===== config.mk =====
export PLATFORM = sky130hd
export DESIGN_NAME = drive_cmd_ctrl_flat
export DESIGN_NICKNAME = d
export VERILOG_FILES = /design/src/rtl/drive_pkg.sv /design/src/rtl/drive_cmd_ctrl_if.sv /design/src/rtl/slew_step.sv /design/src/rtl/drive_cmd_ctrl.sv /design/src/flat_wrapper.sv
export SDC_FILE = /design/constraint.sdc
export NUM_CORES = 1
export LEC_CHECK = 0
export BUFFER_PORTS_ARGS = -buffer_cell sky130_fd_sc_hd__buf_2
export CAP_MARGIN = 10
export CELL_PAD_IN_SITES_DETAIL_PLACEMENT = 0
export CELL_PAD_IN_SITES_GLOBAL_PLACEMENT = 2
export CORE_ASPECT_RATIO = 0.75
export CORE_MARGIN = 2
export CORE_UTILIZATION = 41
export DETAILED_ROUTE_END_ITERATION = 8
export GPL_TIMING_DRIVEN = 0
export PLACE_DENSITY = 0.88
export SYNTH_ARGS = -nofsm -noshare
export SYNTH_HDL_FRONTEND = slang
export SYNTH_SLANG_ARGS = --single-unit

===== constraint.sdc =====
create_clock -name clk -period 17.35 [get_ports clk]
set_input_delay 1.735 -clock clk [delete_from_list [all_inputs] [get_ports clk]]
set_output_delay 1.735 -clock clk [all_outputs]
set_load 0.02 [all_outputs]

===== src/rtl/drive_pkg.sv =====
// Shared constants and encodings for the drive command sequencer.
package drive_pkg;

  // Single-character drive commands received over the UART link
  localparam logic [7:0] CMD_FWD   = "w";
  localparam logic [7:0] CMD_REV   = "x";
  localparam logic [7:0] CMD_STOP  = "s";
  localparam logic [7:0] CMD_BRAKE = "b";
  localparam logic [7:0] CMD_LEFT  = "l";
  localparam logic [7:0] CMD_CTR   = "c";
  localparam logic [7:0] CMD_RIGHT = "r";
  localparam logic [7:0] ACK_BAD   = "?";

  localparam int DUTY_W = 16;

  typedef enum logic [2:0] {
    STOP,
    DEAD,
    FWD,
    REV,
    BRAKE
  } motorState_t;

  typedef enum logic {
    DIR_FWD,
    DIR_REV
  } dir_t;

endpackage


===== src/rtl/drive_cmd_ctrl_if.sv =====
// Command/ack byte link plus the PWM and bridge drive outputs of the sequencer.
interface drive_cmd_ctrl_if;
  logic        rx_valid;
  logic [7:0]  rx_data;
  logic [15:0] motor_duty;
  logic        motor_a;
  logic        motor_b;
  logic [15:0] servo_duty;
  logic        failsafe;
  logic        ack_valid;
  logic [7:0]  ack_data;

  modport master (
    output rx_valid, rx_data,
    input  motor_duty, motor_a, motor_b, servo_duty, failsafe, ack_valid, ack_data
  );

  modport slave (
    input  rx_valid, rx_data,
    output motor_duty, motor_a, motor_b, servo_duty, failsafe, ack_valid, ack_data
  );
endinterface


===== src/rtl/slew_step.sv =====
// One slew step: move cur toward target by at most step, never overshooting.
module slew_step (
  input  logic [15:0] cur,
  input  logic [15:0] target,
  input  logic [15:0] step,
  output logic [15:0] nextVal
);

  logic [15:0] diff;

  // Compare first so the unsigned subtraction can never wrap
  always_comb begin
    if (cur < target) begin
      diff    = target - cur;
      nextVal = cur + ((diff < step) ? diff : step);
    end else begin
      diff    = cur - target;
      nextVal = cur - ((diff < step) ? diff : step);
    end
  end

endmodule


===== src/rtl/drive_cmd_ctrl.sv =====
// Drive command sequencer: decodes UART command bytes, slews motor and servo
// duty at the control tick rate, sequences reversal through dead-time and
// forces a ramp-down failsafe when the link goes quiet.
module drive_cmd_ctrl
  import drive_pkg::*;
#(
  parameter int unsigned TICK_DIV   = 50000,
  parameter int unsigned MOTOR_MAX  = 5000,
  parameter int unsigned MOTOR_STEP = 50,
  parameter int unsigned SERVO_MIN  = 1000,
  parameter int unsigned SERVO_CTR  = 1500,
  parameter int unsigned SERVO_MAX  = 2000,
  parameter int unsigned SERVO_STEP = 10,
  parameter int unsigned DEAD_TICKS = 20,
  parameter int unsigned WDT_TICKS  = 500
) (
  input logic             clk,
  input logic             rst,
  drive_cmd_ctrl_if.slave bus
);

  localparam int TICK_W = (TICK_DIV > 1) ? $clog2(TICK_DIV) : 1;
  localparam int DEAD_W = (DEAD_TICKS > 1) ? $clog2(DEAD_TICKS) : 1;
  localparam int WDT_W  = $clog2(WDT_TICKS + 1);

  localparam logic [TICK_W-1:0] TICK_LAST = TICK_W'(TICK_DIV - 1);
  localparam logic [DEAD_W-1:0] DEAD_LAST = DEAD_W'(DEAD_TICKS - 1);
  localparam logic [WDT_W-1:0]  WDT_LAST  = WDT_W'(WDT_TICKS - 1);
  localparam logic [WDT_W-1:0]  WDT_SAT   = WDT_W'(WDT_TICKS);

  localparam logic [DUTY_W-1:0] MOTOR_MAX16  = DUTY_W'(MOTOR_MAX);
  localparam logic [DUTY_W-1:0] MOTOR_STEP16 = DUTY_W'(MOTOR_STEP);
  localparam logic [DUTY_W-1:0] SERVO_MIN16  = DUTY_W'(SERVO_MIN);
  localparam logic [DUTY_W-1:0] SERVO_CTR16  = DUTY_W'(SERVO_CTR);
  localparam logic [DUTY_W-1:0] SERVO_MAX16  = DUTY_W'(SERVO_MAX);
  localparam logic [DUTY_W-1:0] SERVO_STEP16 = DUTY_W'(SERVO_STEP);

  logic [TICK_W-1:0] tickCnt;
  logic              tick;
  logic              isFwd, isRev, isStop, isBrake, isLeft, isCtr, isRight, cmdOk;
  logic [DUTY_W-1:0] spdTgt;
  dir_t              dirTgt;
  logic [DUTY_W-1:0] srvTgt;
  logic [WDT_W-1:0]  wdtCnt;
  motorState_t       state;
  logic [DEAD_W-1:0] deadCnt;
  logic [DUTY_W-1:0] motorGoal;
  logic [DUTY_W-1:0] motorNext;
  logic [DUTY_W-1:0] servoNext;

  assign tick = (tickCnt == TICK_LAST);

  // Free-running control tick divider
  always_ff @(posedge clk or posedge rst) begin
    if (rst) tickCnt <= '0;
    else     tickCnt <= tick ? '0 : tickCnt + TICK_W'(1);
  end

  // Command byte decode, qualified by the receive strobe
  always_comb begin
    isFwd   = bus.rx_valid && (bus.rx_data == CMD_FWD);
    isRev   = bus.rx_valid && (bus.rx_data == CMD_REV);
    isStop  = bus.rx_valid && (bus.rx_data == CMD_STOP);
    isBrake = bus.rx_valid && (bus.rx_data == CMD_BRAKE);
    isLeft  = bus.rx_valid && (bus.rx_data == CMD_LEFT);
    isCtr   = bus.rx_valid && (bus.rx_data == CMD_CTR);
    isRight = bus.rx_valid && (bus.rx_data == CMD_RIGHT);
    cmdOk   = isFwd | isRev | isStop | isBrake | isLeft | isCtr | isRight;
  end

  // Echo each received byte back, or '?' when it is not a command
  always_ff @(posedge clk or posedge rst) begin
    if (rst) begin
      bus.ack_valid <= 1'b0;
      bus.ack_data  <= '0;
    end else begin
      bus.ack_valid <= bus.rx_valid;
      if (bus.rx_valid) bus.ack_data <= cmdOk ? bus.rx_data : ACK_BAD;
    end
  end

  // Targets and link watchdog; a recognised command both kicks and applies
  always_ff @(posedge clk or posedge rst) begin
    if (rst) begin
      spdTgt       <= '0;
      dirTgt       <= DIR_FWD;
      srvTgt       <= SERVO_CTR16;
      wdtCnt       <= '0;
      bus.failsafe <= 1'b0;
    end else if (cmdOk) begin
      wdtCnt       <= '0;
      bus.failsafe <= 1'b0;
      if (isFwd) begin
        spdTgt <= MOTOR_MAX16;
        dirTgt <= DIR_FWD;
      end
      if (isRev) begin
        spdTgt <= MOTOR_MAX16;
        dirTgt <= DIR_REV;
      end
      if (isStop || isBrake) spdTgt <= '0;
      if (isLeft)  srvTgt <= SERVO_MIN16;
      if (isCtr)   srvTgt <= SERVO_CTR16;
      if (isRight) srvTgt <= SERVO_MAX16;
    end else if (tick && (wdtCnt != WDT_SAT)) begin
      wdtCnt <= wdtCnt + WDT_W'(1);
      if (wdtCnt == WDT_LAST) begin
        bus.failsafe <= 1'b1;
        spdTgt       <= '0;
        srvTgt       <= SERVO_CTR16;
      end
    end
  end

  // While driving, a direction change or zero target means ramp down first
  always_comb begin
    motorGoal = spdTgt;
    if ((state == FWD && dirTgt != DIR_FWD) || (state == REV && dirTgt != DIR_REV))
      motorGoal = '0;
  end

  slew_step uMotorSlew (
    .cur     (bus.motor_duty),
    .target  (motorGoal),
    .step    (MOTOR_STEP16),
    .nextVal (motorNext)
  );

  slew_step uServoSlew (
    .cur     (bus.servo_duty),
    .target  (srvTgt),
    .step    (SERVO_STEP16),
    .nextVal (servoNext)
  );

  // Servo duty follows its target one step per tick
  always_ff @(posedge clk or posedge rst) begin
    if (rst)       bus.servo_duty <= SERVO_CTR16;
    else if (tick) bus.servo_duty <= servoNext;
  end

  // Motor FSM: brake acts at once, everything else moves on the tick
  always_ff @(posedge clk or posedge rst) begin
    if (rst) begin
      state          <= STOP;
      deadCnt        <= '0;
      bus.motor_duty <= '0;
      bus.motor_a    <= 1'b0;
      bus.motor_b    <= 1'b0;
    end else if (isBrake) begin
      state          <= BRAKE;
      bus.motor_duty <= '0;
      bus.motor_a    <= 1'b1;
      bus.motor_b    <= 1'b1;
    end else if (tick) begin
      case (state)
        STOP: begin
          bus.motor_duty <= '0;
          bus.motor_a    <= 1'b0;
          bus.motor_b    <= 1'b0;
          if (spdTgt != '0) begin
            state   <= DEAD;
            deadCnt <= '0;
          end
        end
        DEAD: begin
          if (deadCnt == DEAD_LAST) begin
            if (spdTgt == '0) begin
              state <= STOP;
            end else if (dirTgt == DIR_FWD) begin
              state       <= FWD;
              bus.motor_a <= 1'b1;
            end else begin
              state       <= REV;
              bus.motor_b <= 1'b1;
            end
          end else begin
            deadCnt <= deadCnt + DEAD_W'(1);
          end
        end
        FWD, REV: begin
          bus.motor_duty <= motorNext;
          if (motorNext == '0) begin
            state       <= STOP;
            bus.motor_a <= 1'b0;
            bus.motor_b <= 1'b0;
          end
        end
        BRAKE: begin
          if (spdTgt != '0) begin
            state       <= DEAD;
            deadCnt     <= '0;
            bus.motor_a <= 1'b0;
            bus.motor_b <= 1'b0;
          end
        end
        default: state <= STOP;
      endcase
    end
  end

endmodule


===== src/flat_wrapper.sv =====
// flat-port wrapper written by rule: the top's interface ports become plain ports
module drive_cmd_ctrl_flat import drive_pkg::*;
#(
  parameter int unsigned TICK_DIV   = 50000,
  parameter int unsigned MOTOR_MAX  = 5000,
  parameter int unsigned MOTOR_STEP = 50,
  parameter int unsigned SERVO_MIN  = 1000,
  parameter int unsigned SERVO_CTR  = 1500,
  parameter int unsigned SERVO_MAX  = 2000,
  parameter int unsigned SERVO_STEP = 10,
  parameter int unsigned DEAD_TICKS = 20,
  parameter int unsigned WDT_TICKS  = 500
)
  (clk, rst, bus_rx_valid, bus_rx_data, bus_motor_duty, bus_motor_a, bus_motor_b, bus_servo_duty, bus_failsafe, bus_ack_valid, bus_ack_data);
  drive_cmd_ctrl_if bus_i ();
  input logic clk;
  input logic rst;
  input wire logic [$bits(bus_i.rx_valid)-1:0] bus_rx_valid;
  input wire logic [$bits(bus_i.rx_data)-1:0] bus_rx_data;
  output wire logic [$bits(bus_i.motor_duty)-1:0] bus_motor_duty;
  output wire logic [$bits(bus_i.motor_a)-1:0] bus_motor_a;
  output wire logic [$bits(bus_i.motor_b)-1:0] bus_motor_b;
  output wire logic [$bits(bus_i.servo_duty)-1:0] bus_servo_duty;
  output wire logic [$bits(bus_i.failsafe)-1:0] bus_failsafe;
  output wire logic [$bits(bus_i.ack_valid)-1:0] bus_ack_valid;
  output wire logic [$bits(bus_i.ack_data)-1:0] bus_ack_data;
  assign bus_i.rx_valid = bus_rx_valid;
  assign bus_i.rx_data = bus_rx_data;
  assign bus_motor_duty = bus_i.motor_duty;
  assign bus_motor_a = bus_i.motor_a;
  assign bus_motor_b = bus_i.motor_b;
  assign bus_servo_duty = bus_i.servo_duty;
  assign bus_failsafe = bus_i.failsafe;
  assign bus_ack_valid = bus_i.ack_valid;
  assign bus_ack_data = bus_i.ack_data;
  drive_cmd_ctrl #(.TICK_DIV(TICK_DIV), .MOTOR_MAX(MOTOR_MAX), .MOTOR_STEP(MOTOR_STEP), .SERVO_MIN(SERVO_MIN), .SERVO_CTR(SERVO_CTR), .SERVO_MAX(SERVO_MAX), .SERVO_STEP(SERVO_STEP), .DEAD_TICKS(DEAD_TICKS), .WDT_TICKS(WDT_TICKS)) u_core (.clk(clk), .rst(rst), .bus(bus_i));
endmodule

# Word level (Yosys, flattened, before mapping)
# Cells that the tools add are included.
# classes
add_sub_neg	11
magnitude_cmp	6
bitwise_logic	8
n_eq_ne	26
n_mux	56
reduce_logical	34
# ops
operator	count
2-to-1 mux 16 bit	22
subtractor 16 bit	6
equality test 8 x 7 -> 1 bit, second input constant	7
adder 16 bit	2
logical NOT 16 bit	2
less-than comparator 16 bit	2
less-than comparator 16 x 4 -> 1 bit, second input constant	2
less-than comparator 16 x 6 -> 1 bit, second input constant	2
case mux 16 bit (2 select lines)	1
2-to-1 mux 1 bit	18
2-to-1 mux 3 bit	6
2-to-1 mux 9 bit	2
adder 16 x 1 -> 16 bit, second input constant	1
equality test 16 bit, second input constant	1
nonzero test 16 bit	1
inequality test 3 x 1 -> 1 bit, second input constant	5
AND reduction 7 bit	2
logical AND 1 bit	10
2-to-1 mux 5 bit	2
case mux 5 bit (2 select lines)	1
nonzero test 2 bit	5
adder 9 x 1 -> 9 bit, second input constant	1
equality test 9 bit, second input constant	1
inequality test 9 bit, second input constant	1
24 further kinds	38
# word_totals
register_bits	110
wordCells	155
output_inout_bits	44

# Depth between registers and ports, before layout
# logic_depth
ltp_word	14
depth_mapped	32

# Modules after synthesis
# From an unflattened synthesis, not the netlist that was laid out.
# unflattened
hier_cells	1548
area_unflattened_um2	12124.1
# modules_own_cells
module	cells_per_inst	area_per_inst_um2	n_inst
slew_step at u_core.uMotorSlew	579	4219.0	1
drive_cmd_ctrl	414	3957.5	1
slew_step at u_core.uServoSlew	555	3947.5	1

# Worst setup path before layout
# Ideal clock, no wire load.
# synth_timing
path_type	register to register
from	register u_core.state[0]
to	register u_core.bus.motor_b
stages_incl_launch_ff	33
n_path_buf	5
path_slack_ns	10.227
synth_period_minus_slack_ns	7.123
arrival_ns	7.036
setup_ns	0.087
required_ns	17.263
path_cell_list	dfrtp_1 > clkbuf_1 > xnor2_1 > o21ai_0 > inv_1 > ha_1 > buf_6 > and3b_1 > buf_4 > a22o_1 > a31oi_1 > or4_4 > a2111oi_4 > and3_2 > clkbuf_1 > nand2_1 > ha_1 > nand2_1 > mux2i_1 > a21oi_1 > o2bb2ai_1 > ha_1 > buf_2 > and3_1 > a21oi_1 > nand3_1 > a21o_1 > a2111o_1 > or4b_2 > nor4_4 > o21ai_1 > a211o_1 > a22oi_1
# synth_via
elab_chain_len	12
elab_cells_between_ends	31
# synth_rtl
element	line_no	rtl
start, declared	drive_cmd_ctrl.sv:45	motorState_t state;
start signal, assigned	drive_cmd_ctrl.sv:145	state <= STOP;
start signal, assigned	drive_cmd_ctrl.sv:151	state <= BRAKE;
start signal, assigned	drive_cmd_ctrl.sv:162	state <= DEAD;
equality test 3 x 2 -> 1 bit	drive_cmd_ctrl.sv:118, drive_cmd_ctrl.sv:156	
logical AND 1 bit	drive_cmd_ctrl.sv:118	if ((state == FWD && dirTgt != DIR_FWD) || (state == REV && dirTgt != DIR_REV))
logical OR 1 bit	drive_cmd_ctrl.sv:118	
2-to-1 mux 16 bit	drive_cmd_ctrl.sv:118	
subtractor 16 bit (on tied branches)	slew_step.sv:17, slew_step.sv:14	
less-than comparator 16 x 6 -> 1 bit (on tied branches)	slew_step.sv:18, slew_step.sv:15	
2-to-1 mux 16 bit (on tied branches)	slew_step.sv:18, slew_step.sv:15	
subtractor 16 bit or adder 16 bit (tied branches)	slew_step.sv:18, slew_step.sv:15	
2-to-1 mux 16 bit	slew_step.sv:13	if (cur < target) begin
logical NOT 16 bit	drive_cmd_ctrl.sv:183	if (motorNext == '0) begin
inequality test 3 x 1 -> 1 bit (no source line)	--	
AND reduction 7 bit (no source line)	--	
end signal, assigned	drive_cmd_ctrl.sv:175	bus.motor_b <= 1'b1;
end signal, assigned	drive_cmd_ctrl.sv:186	bus.motor_b <= 1'b0;
end signal, assigned	drive_cmd_ctrl.sv:194	bus.motor_b <= 1'b0;
end, declared	drive_cmd_ctrl_if.sv:20	output motor_duty, motor_a, motor_b, servo_duty, failsafe, ack_valid, ack_data
# Parallel ways exist; a longest one is shown, timed or not. The select of a mux whose other input is x is not followed.
# A chain may end at the register's enable or synchronous reset.

# Worst setup path in the final report
# Same ends and word-level chain as after synthesis.

==> impl_metrics.tcl <==
set metrics [dict create \
    slowest_stage "or4b_2" \
    final_layout_size_suffix_gt1_share_pct 13.3 \
    first_iter_violations 647 \
    start_util_pct 41.8 \
    dieArea_sq_um 19900 \
    final_cell_mix "nor2_1 (90), nand2_1 (79), o21ai_0 (74), dfrtp_1 (74), ha_1 (62)" \
    syn_inst 937 \
    clk_pin_slew_ns 0.07 \
    final_util_pct 46.6 \
    fp.dieH_um 123 \
    core_sq_um 18500 \
    power.switching_mw 0.271 \
    endpoint_kind "flip-flop" \
    clock-sinks 84 \
    netlist-cell-type-count 90 \
    worst_pin_slew_ns 0.990 \
    reg2reg_depth 31 \
    syn_area_per_cell_sq_um 8.23 \
    timing.final.crit_share_pct 50.0 \
    clock_latency_ns 0.35 \
    ys_ff_latch 84 \
    fillers 1863 \
    postRouteWirelength_um 20900 \
    antennaDiodeCount 0 \
    placed_cell_area_sq_um 8320 \
    dp_slack_ns 8.75 \
    p_sw_share_pct 39.4 \
    seq_area_frac_synth_pct 27.4 \
    gp_congestion 0.855 \
    syn_area_sq_um 7710 \
    yosysWarnings 0 \
    hold_viol 0 \
    pwr-share-comb_pct 41.1 \
    slew_headroom_pct 33.5 \
    fin_area_sq_um 8610 \
    routedWlPerCell_um 16.6 \
    maxCapViolations 0 \
    crit_arrival_ns 8.95 \
    setup_slack_ns 8.67 \
    clock-skew-final_ns 0.00778 \
    die_width_um 162 \
    drt-pass1-iter-count 4 \
    critical-path-top-delay-family "compound AO/OA/AOI/OAI gates" \
    grt_first_pass_wirelength_um 34100 \
    vias 6956 \
    synth.net_count 1013 \
    max_freq_ghz 0.115 \
    setup_tns_ns 0 \
    via_per_inst 5.54 \
    final_common_cell "nor2_1" \
    ant_nets 0 \
    cts_hold_buffers 0 \
    power_density_nw_per_um2 80.0 \
    slowest_delay_ns 0.71 \
    period_needed_ns 8.68 \
    setup_viol 0 \
    hold_depth 1 \
    grt_pass1_vias 6278 \
    synthFlopType "dfrtp_1" \
    grt_overflow 0 \
    ir_drop_mv 0.0463 \
    worstPathRequired_ns 17.62 \
    antenna_found_initial 0 \
    rows 43 \
    critPathMostFrequentCell "ha_1" \
    cts_resized 0 \
    drcViolationCount 0 \
    area_delta_synth_final_pct 11.6 \
    status "finished clean" \
    p_leak_nw 3.87 \
    dpl.hpwl_um 16400 \
    synth_edf_count 0 \
    layout.nets 1079 \
    internal_power_mw 0.417 \
    postCtsSetupBuffers 0 \
    drv_slew 0 \
    path_depth 31 \
    io_pins 55 \
    htree_levels 3 \
    grtUsageTotal_pct 21.6 \
    synthArstFlopShare_pct 100 \
    rsz0062_at_grt "no" \
    io_buffer_count 53 \
    crit_type "reg -> reg" \
    cts_made_buffers 9 \
    holdCritPathClass "reg -> reg" \
    clockRootBuffer "clkbuf_16" \
    critPathLaunchType "flip-flop" \
    path_max_fanout 9 \
    cts_buffer_depth 2 \
    grt_max_degree 59 \
    cp.buffers_inverters 5 \
    cts_tree "yes" \
    p_seq_share_pct 31.5 \
    clkPwrFrac_pct 27.4 \
]
-- synth_stat cells (5+ instances only) --
library cell  instances  area [sq um]
nor2_1               90           338
nand2_1              79           297
dfrtp_1              74          1850
o21ai_0              74           370
ha_1                 62           776
a21oi_1              54           270
inv_1                48           180
xnor2_1              38           333
xor2_1               37           324
nand3_1              27           135
clkbuf_1             24          90.1
nor3_1               20           100
and3_1               18           113
a31oi_1              13          81.3
nor2b_1              13          81.3
a21o_1               12          90.1
o41ai_1              12           105
and2_1               11          68.8
nand2b_1             11          68.8
nand4_1              11          68.8
or2_2                11          68.8
dfstp_2              10           263
o211ai_1             10          75.1
or3_1                10          62.6
nor4_1                9          56.3
a22o_1                8          70.1
nor3b_1               8          60.1
o21bai_1              7          52.6
a211oi_1              6          45.0
buf_2                 6          30.0
o22ai_1               6          37.5
buf_6                 5          56.3
mux2i_1               5          50.1
nand3b_1              5          37.5
nand4b_1              5          43.8
o2111ai_1             5          43.8
-- logic make-up (layout without fill, tap and decap cells) --
group                      Yosys count  count (layout)  share of synthesized area, %
muxes                                6               6                         0.795
adders and majority gates           65              65                          10.8
and+or+nand+nor                    360             360                          25.0
DFF                                 84              84                          27.4
xor gates and xnor gates            75              75                          8.52
AOI/OAI and AO/OA                  256             256                          21.9
buffers and inverters               91             162                          5.53
-- sequential cells by signal (all words and copies together), names as in the netlist --
name and cells:
u_core.bus.motor_duty 16, u_core.bus.servo_duty 16, u_core.tickCnt 16, u_core.wdtCnt 9, u_core.bus.ack_data 8, u_core.deadCnt 5, u_core.srvTgt 5, u_core.state 3
u_core.bus.ack_valid 1, u_core.bus.failsafe 1, u_core.bus.motor_a 1, u_core.bus.motor_b 1, u_core.dirTgt 1, u_core.spdTgt 1
-- path summary, 6_finish.rpt --
path / startpoint / end / slack, ns
max reg2reg: u_core.state[0] / u_core.bus.motor_b / 8.67
min reg2reg: u_core.tickCnt[0] / u_core.tickCnt[0] / 0.47
max in group asynchronous: rst / u_core.bus.servo_duty[7] / 15.31
min in group asynchronous: rst / u_core.bus.ack_data[3] / 1.37
max: u_core.state[0] / u_core.bus.motor_b / 8.67
min: u_core.tickCnt[0] / u_core.tickCnt[0] / 0.47
-- worst register-to-register path: cells and delay by family, from the launching register on --
kind | cells | cell delay (ns)
and+or+nand+nor | 10 | 2.77
buffers and inverters | 5 | 1.25
adders and majority gates | 3 | 0.90
muxes | 1 | 0.06
xor gates and xnor gates | 1 | 0.12
AOI/OAI and AO/OA | 11 | 3.18
DFF | 1 | 0.32
-- cell type report --
type | instances | area, sq um | area share (%)
multi-input cells | 762 | 5170 | 60.1
flip-flops and latches | 84 | 2110 | 24.6
well taps | 247 | 309 | 3.59
repair buffers | 55 | 297 | 3.45
plain buffers | 43 | 246 | 2.86
clock buffers | 9 | 225 | 2.62
inverters | 48 | 183 | 2.12
clock inverters | 7 | 57.6 | 0.669
-- power by group through the flow --
stage / logic (mW) / registers, mW / clock network [mW]
3_5_place_dp: 0.276 / 0.221 / 0
5_1_grt: 0.313 / 0.218 / 0.203
4_1_cts: 0.278 / 0.217 / 0.193
2_1_floorplan: 0.216 / 0.219 / 0
3_3_place_gp: 0.276 / 0.221 / 0
6_report: 0.283 / 0.217 / 0.188
-- metal layers --
layer / global-route usage, % / vias to the layer above / wire (um)
li1: - / 3524 / -
met1: 37.4 / 3277 / 12200
met2: 26.8 / 146 / 7490
met3: 4.16 / 9 / 1040
met4: 2.65 / 0 / 104
met5: 0 / - / 0
-- per-stage QoR --
step / power (mW) / std cells / hold WS, ns
2_1_floorplan: 0.435 / 937 / 0.425
3_3_place_gp: 0.496 / 1237 / 0.446
3_5_place_dp: 0.497 / 1239 / 0.456
4_1_cts: 0.688 / 1255 / 0.466
5_1_grt: 0.735 / 1255 / 0.490
6_report: 0.688 / 1255 / 0.468
No activity file was read; power rests on OpenSTA's default activity.
